## config.mk

```make
export PLATFORM = sky130hd
export DESIGN_NAME = trap_ctrl
export DESIGN_NICKNAME = d
export VERILOG_FILES = /design/src/rtl/trap_ctrl.sv
export SDC_FILE = /design/constraint.sdc
export NUM_CORES = 1
export LEC_CHECK = 0
export BUFFER_PORTS_ARGS = -buffer_cell sky130_fd_sc_hd__buf_4
export CAP_MARGIN = 25
export CELL_PAD_IN_SITES_DETAIL_PLACEMENT = 2
export CELL_PAD_IN_SITES_GLOBAL_PLACEMENT = 2
export CORE_MARGIN = 5
export CORE_UTILIZATION = 22
export CTS_BUF_LIST = sky130_fd_sc_hd__clkbuf_4
export CTS_CLUSTER_DIAMETER = 80
export DETAILED_ROUTE_END_ITERATION = 8
export PLACE_DENSITY_LB_ADDON = 0.12
export SLEW_MARGIN = 40
export SYNTH_ARGS = -nofsm -noshare
export SYNTH_HDL_FRONTEND = slang
export SYNTH_SLANG_ARGS = --single-unit
```

## constraint.sdc

```tcl
create_clock -name clk -period 2 [get_ports clk]
set_clock_uncertainty 0.2 [all_clocks]
set_input_delay 0.3 -clock clk [delete_from_list [all_inputs] [get_ports clk]]
set_output_delay 0.3 -clock clk [all_outputs]
set_load 0.02 [all_outputs]
```

## src/rtl/trap_ctrl.sv

```systemverilog
// Trap sequencer: arbitrates exceptions vs S-level interrupts, drains the pipe, pulses trap_set, redirects fetch.
// Optional drain watchdog enabled by defining TRAP_DRAIN_WDOG_EN.
module trap_ctrl #(
   parameter logic [31:0] M_TRAP_VEC    = 32'h0000_0100,
   parameter int          DRAIN_TIMEOUT = 16,
   parameter int          CNT_W         = 5
) (
   input  logic        clk,
   input  logic        rst_n,
   input  logic [1:0]  cur_priv,
   input  logic        exc_valid,
   input  logic [4:0]  exc_cause,
   input  logic [31:0] exc_pc,
   input  logic [31:0] exc_tval,
   input  logic [31:0] irq_pc,
   input  logic        irq_ext,
   input  logic        irq_timer,
   input  logic [31:0] sstatus,
   input  logic [31:0] sie,
   input  logic [31:0] sip,
   input  logic [31:0] stvec,
   input  logic        pipe_drained,
   output logic        flush_req,
   output logic        trap_busy,
   output logic        trap_set,
   output logic        trap_is_irq,
   output logic [4:0]  trap_scause,
   output logic [31:0] trap_sepc,
   output logic [31:0] trap_stval,
   output logic        redirect_valid,
   input  logic        redirect_ready,
   output logic [31:0] redirect_pc,
   output logic        wdog_fired
);

   typedef enum logic [1:0] {IDLE, DRAIN, COMMIT, REDIRECT} state_e;

   state_e      state_q;
   logic        flush_q, busy_q, set_q, rvalid_q;
   logic        is_irq_q;
   logic [4:0]  cause_q;
   logic [31:0] epc_q, tval_q, vec_q, rpc_q;

   logic        glob_en, sei, ssi, sti, irq_take, wdog_hit;
   logic [4:0]  irq_cause;
   logic [31:0] vec_sel;

   assign glob_en  = (cur_priv == 2'b00) | ((cur_priv == 2'b01) & sstatus[1]);
   assign sei      = (irq_ext | sip[9]) & sie[9];
   assign ssi      = sip[1] & sie[1];
   assign sti      = (irq_timer | sip[5]) & sie[5];
   assign irq_take = glob_en & (sei | ssi | sti);
   assign irq_cause = sei ? 5'd9 : (ssi ? 5'd1 : 5'd5);
   assign vec_sel  = (cur_priv == 2'b11) ? M_TRAP_VEC : {stvec[31:2], 2'b00};

   logic unused_bits;
   assign unused_bits = ^{sstatus[31:2], sstatus[0], sie[31:10], sie[8:6], sie[4:2], sie[0],
                          sip[31:10], sip[8:6], sip[4:2], sip[0], stvec[1:0]};

`ifdef TRAP_DRAIN_WDOG_EN
   logic [CNT_W-1:0] wdog_cnt_q;
   logic             wdog_fired_q;

   // Counter reaching DRAIN_TIMEOUT this edge; a simultaneous pipe_drained takes the normal path.
   assign wdog_hit   = (state_q == DRAIN) && !pipe_drained &&
                       (wdog_cnt_q == CNT_W'(DRAIN_TIMEOUT - 1));
   assign wdog_fired = wdog_fired_q;

   always_ff @(posedge clk) begin
      if (!rst_n) begin
         wdog_cnt_q   <= '0;
         wdog_fired_q <= 1'b0;
      end else begin
         wdog_fired_q <= wdog_hit;
         if (state_q != DRAIN)
            wdog_cnt_q <= '0;
         else if (!pipe_drained)
            wdog_cnt_q <= wdog_cnt_q + 1'b1;
      end
   end
`else
   assign wdog_hit   = 1'b0;
   assign wdog_fired = 1'b0;
`endif

   always_ff @(posedge clk) begin
      if (!rst_n) begin
         state_q  <= IDLE;
         flush_q  <= 1'b0;
         busy_q   <= 1'b0;
         set_q    <= 1'b0;
         rvalid_q <= 1'b0;
         is_irq_q <= 1'b0;
         cause_q  <= '0;
         epc_q    <= '0;
         tval_q   <= '0;
         vec_q    <= '0;
         rpc_q    <= '0;
      end else begin
         case (state_q)
            IDLE: begin
               if (exc_valid || irq_take) begin
                  state_q  <= DRAIN;
                  flush_q  <= 1'b1;
                  busy_q   <= 1'b1;
                  is_irq_q <= !exc_valid;
                  cause_q  <= exc_valid ? exc_cause : irq_cause;
                  epc_q    <= exc_valid ? exc_pc : irq_pc;
                  tval_q   <= exc_valid ? exc_tval : 32'h0;
                  vec_q    <= vec_sel;
               end
            end
            DRAIN: begin
               if (pipe_drained || wdog_hit) begin
                  state_q <= COMMIT;
                  set_q   <= 1'b1;
               end
            end
            COMMIT: begin
               state_q  <= REDIRECT;
               set_q    <= 1'b0;
               flush_q  <= 1'b0;
               rvalid_q <= 1'b1;
               rpc_q    <= vec_q;
            end
            REDIRECT: begin
               // Payload is cleared on the way out so IDLE always shows zeros.
               if (redirect_ready) begin
                  state_q  <= IDLE;
                  busy_q   <= 1'b0;
                  rvalid_q <= 1'b0;
                  rpc_q    <= '0;
                  is_irq_q <= 1'b0;
                  cause_q  <= '0;
                  epc_q    <= '0;
                  tval_q   <= '0;
                  vec_q    <= '0;
               end
            end
            default: state_q <= IDLE;
         endcase
      end
   end

   assign flush_req      = flush_q;
   assign trap_busy      = busy_q;
   assign trap_set       = set_q;
   assign redirect_valid = rvalid_q;
   assign redirect_pc    = rpc_q;
   assign trap_is_irq    = is_irq_q;
   assign trap_scause    = cause_q;
   assign trap_sepc      = epc_q;
   assign trap_stval     = tval_q;

endmodule

```

==> results by group <==
Status
  – Status: finished clean

Placed design
  – Gpl congestion: between 0.7 and 0.8
  – IO buf count: 250
  – Hpwl dp: roughly 17 mm
  – Worst slack at placement: -0.0822 ns

Timing
  – Pins Over Slew Limit: 0
  – Final hold vios: 0
  – Final setup margin: about 0.012 ns
  – Crit path time final: just under 2 ns
  – Worst-margin pin slew: 0.662 ns
  – Hold slack: approximately 0.11 ns
  – Setup TNS: 0 ns
  – Final period util: 99.4%
  – Final setup viols: 0
  – Unrepaired setup endpoints after global routing: true
  – Relative slew slack: 55.8%
  – FMAX: between 500 and 600 MHz

Finish
  – Layout area overhead: 73.4%
  – Layout cells sized above 1: around a third
  – Nets: ~1300

Global routing
  – First-pass GRT wire length: 39.7 mm
  – Gr usage total: approximately 16%
  – Vias in the first global route: a little over 7000
  – Initial antenna violation count: 1
  – Largest net degree at the start of global routing: ~140
  – Grt ovf: 0

Synth
  – Cell taking the most area after synthesis: dfxtp_1
  – Mux cell area share after synthesis: around 22%
  – FF+latch count, synth: roughly 140
  – Adder-cell area share of the yosys netlist: less than 1%
  – Yosys Warn Count: 0
  – Syn Inst Count: 671
  – Simple-gate share of the synthesized area: roughly a fifth
  – Complex-gate fraction of the synthesized area: under 10%
  – Yosys cell types: 36
  – Share of the synthesized area in the top cell type: 44.8%
  – XOR/XNOR Fraction of Synth Area: 0%
  – Mapped Area: ~6100 sq um
  – Register area share after synthesis: between 40% and 50%
  – Top cells by area, synth: dfxtp_1 45%, mux2i_1 16%, nand2_1 15%
  – Avg Inst Size Synth: between 9 and 10 sq um
  – Main combinational cell family by area after synthesis: multiplexers

Setup path
  – Worst Reg-to-Reg Cells: 8
  – Worst Setup End Kind: register
  – Setup CP Type: reg2reg
  – Crit start category: register
  – CP Data Arrival Time: 2.25 ns
  – CP Max Fanout: 9
  – Required @ worst endpoint: ~2.3 ns

Power and ir drop
  – Peak supply drop: between 0.4 and 0.5 mV
  – Leakage: 4.74 nW
  – Pwr/cell area: roughly 1200 nW/um^2

Floorplan
  – Die W: around 180 um
  – Rows: 60
  – Die area: 31100 sq um
  – Core Area: 27100 sq um
  – Initial Util: between 20% and 30%
  – Die H: 176 um
  – IO Pins: 345

Route
  – Aggregate routed wire length: approximately 26 mm
  – Post-DRT Antenna Nets: 0
  – Initial DRT Pass Iterations: 4
  – Avg WL per Cell: ~18 um
  – Initial drt markers: 168
  – Via density: about 4.3
  – Vias: about 6200
  – DRC: 0

Clocking
  – Max clock buf depth: 2
  – Clk pin slew, worst setup/hold paths: 0.12 ns
  – TritonCTS Buffers: 17
  – CTS Sinks: 136
  – Root Buffer: clkbuf_4
  – CTS tree: yes
  – H-tree depth: 4
  – Worst-Skew Late Latency: 0.54 ns

Min path
  – Hold crit path type: in2reg
  – Hold Crit Depth: 5

Flow run
  – Max Cap Viol: 0
-- area by class of cell --
| class | instances | area [sq um] |
|---|---|---|
| diodes | 1 | 2.50 |
| clock buffers | 18 | 135 |
| clock inverters | 13 | 220 |
| fillers | 2973 | 16500 |
| inverters | 5 | 18.8 |
| multi-input cells | 476 | 3120 |
| flip-flops and latches | 136 | 2730 |
| well taps | 372 | 465 |
| repair buffers | 427 | 3860 |
-- final timing paths --
check | from | to | slack [ns]
max | state_q[1] | trap_sepc[31] | 0.01
min | sie[1] | trap_scause[2] | 0.11
max reg2reg | state_q[1] | trap_sepc[31] | 0.01
min reg2reg | redirect_pc[19] | redirect_pc[19] | 0.26
-- what timing repair did --
action,CTS,global route
pin swaps,2,3
endpoints found under the hold margin,107,0
setup buffers,1,4
endpoints found under the setup margin,85,83
gates cloned,1,8
hold buffers,136,0
resized for setup,7,11
-- kinds of logic after synthesis --
group	after synthesis
AOI/OAI and AO/OA	51
DFF	136
and+or+nand+nor	286
buffers and inverters	61
adders and majority gates	4
muxes	132
other	1
-- state kept, by name, summed over array words and instances, names as in the netlist --
name            flops
vec_q              30
trap_sepc          32
trap_busy           1
flush_req           1
trap_stval         32
trap_is_irq         1
redirect_pc        30
trap_set            1
trap_scause         5
state_q             2
redirect_valid      1
-- power by group --
group	total (mW)	switching (mW)	leakage [nW]	internal [mW]
Clock	2.30	1.16	0.187	1.14
Combinational	6.47	3.18	3.44	3.29
Sequential	3.85	0.410	1.11	3.44
-- cell usage in the layout, fill, tap and decap left out, types with 6 or more instances in the layout --
cell type,count
mux2i_1,97
dfxtp_1,134
a21boi_1,30
clkinv_4,6
clkbuf_4,18
nand2_1,238
buf_12,10
dlygate4sd3_1,136
mux2_2,32
clkbuf_16,7
nand3b_1,30
buf_4,270
-- metrics by stage --
stage          cells  util [%]  power [mW]  instance area, sq um
2_1_floorplan    673         -        7.21                  6090
3_3_place_gp    1266      31.3        9.22                  8490
3_5_place_dp    1266      31.3        9.42                  8490
4_1_cts         1435      37.9        12.3                 10300
5_1_grt         1448      38.9        13.4                 10600
6_report        1448      38.9        12.6                 10600
-- worst max-delay path: stages (launching register included) --
cell       delay, ns
dfxtp_2         0.34
inv_2           0.08
ha_4            0.15
nor2b_4         0.13
nand4_1         0.19
o2111ai_4       0.22
buf_12          0.23
buf_16          0.16
mux2i_2         0.23
-- Yosys cell counts --
| library cell | n |
|---|---|
| a211o_1 | 2 |
| a21boi_1 | 31 |
| a21oi_1 | 6 |
| a22o_1 | 1 |
| a311oi_1 | 1 |
| a31oi_1 | 1 |
| a32o_1 | 2 |
| and2_0 | 1 |
| and2_1 | 3 |
| and2b_1 | 1 |
| and3b_1 | 1 |
| buf_2 | 8 |
| buf_4 | 3 |
| buf_6 | 10 |
| buf_8 | 1 |
| clkbuf_1 | 34 |
| clkinv_1 | 1 |
| conb_1 | 1 |
| dfxtp_1 | 136 |
| ha_1 | 4 |
| inv_1 | 4 |
| mux2_2 | 32 |
| mux2i_1 | 100 |
| nand2_1 | 238 |
| nand2b_1 | 3 |
| nand3_1 | 1 |
| nand3b_1 | 30 |
| nand4_1 | 1 |
| nor2_1 | 2 |
| nor2b_1 | 5 |
| o2111ai_2 | 1 |
| o21ai_0 | 1 |
| o21ai_1 | 2 |
| o21ba_1 | 1 |
| o2bb2ai_1 | 1 |
| o31ai_1 | 1 |
-- per-layer routing --
metal / vias to the layer above / track usage [%] / part of all wire [%]
met4: 0 / 3.96 / 1.3
met3: 20 / 5.27 / 6.5
met5: - / 0 / 0
li1: 2995 / - / -
met1: 3021 / 18.1 / 40
met2: 165 / 29.5 / 52
(Power assumes the default switching activity.)
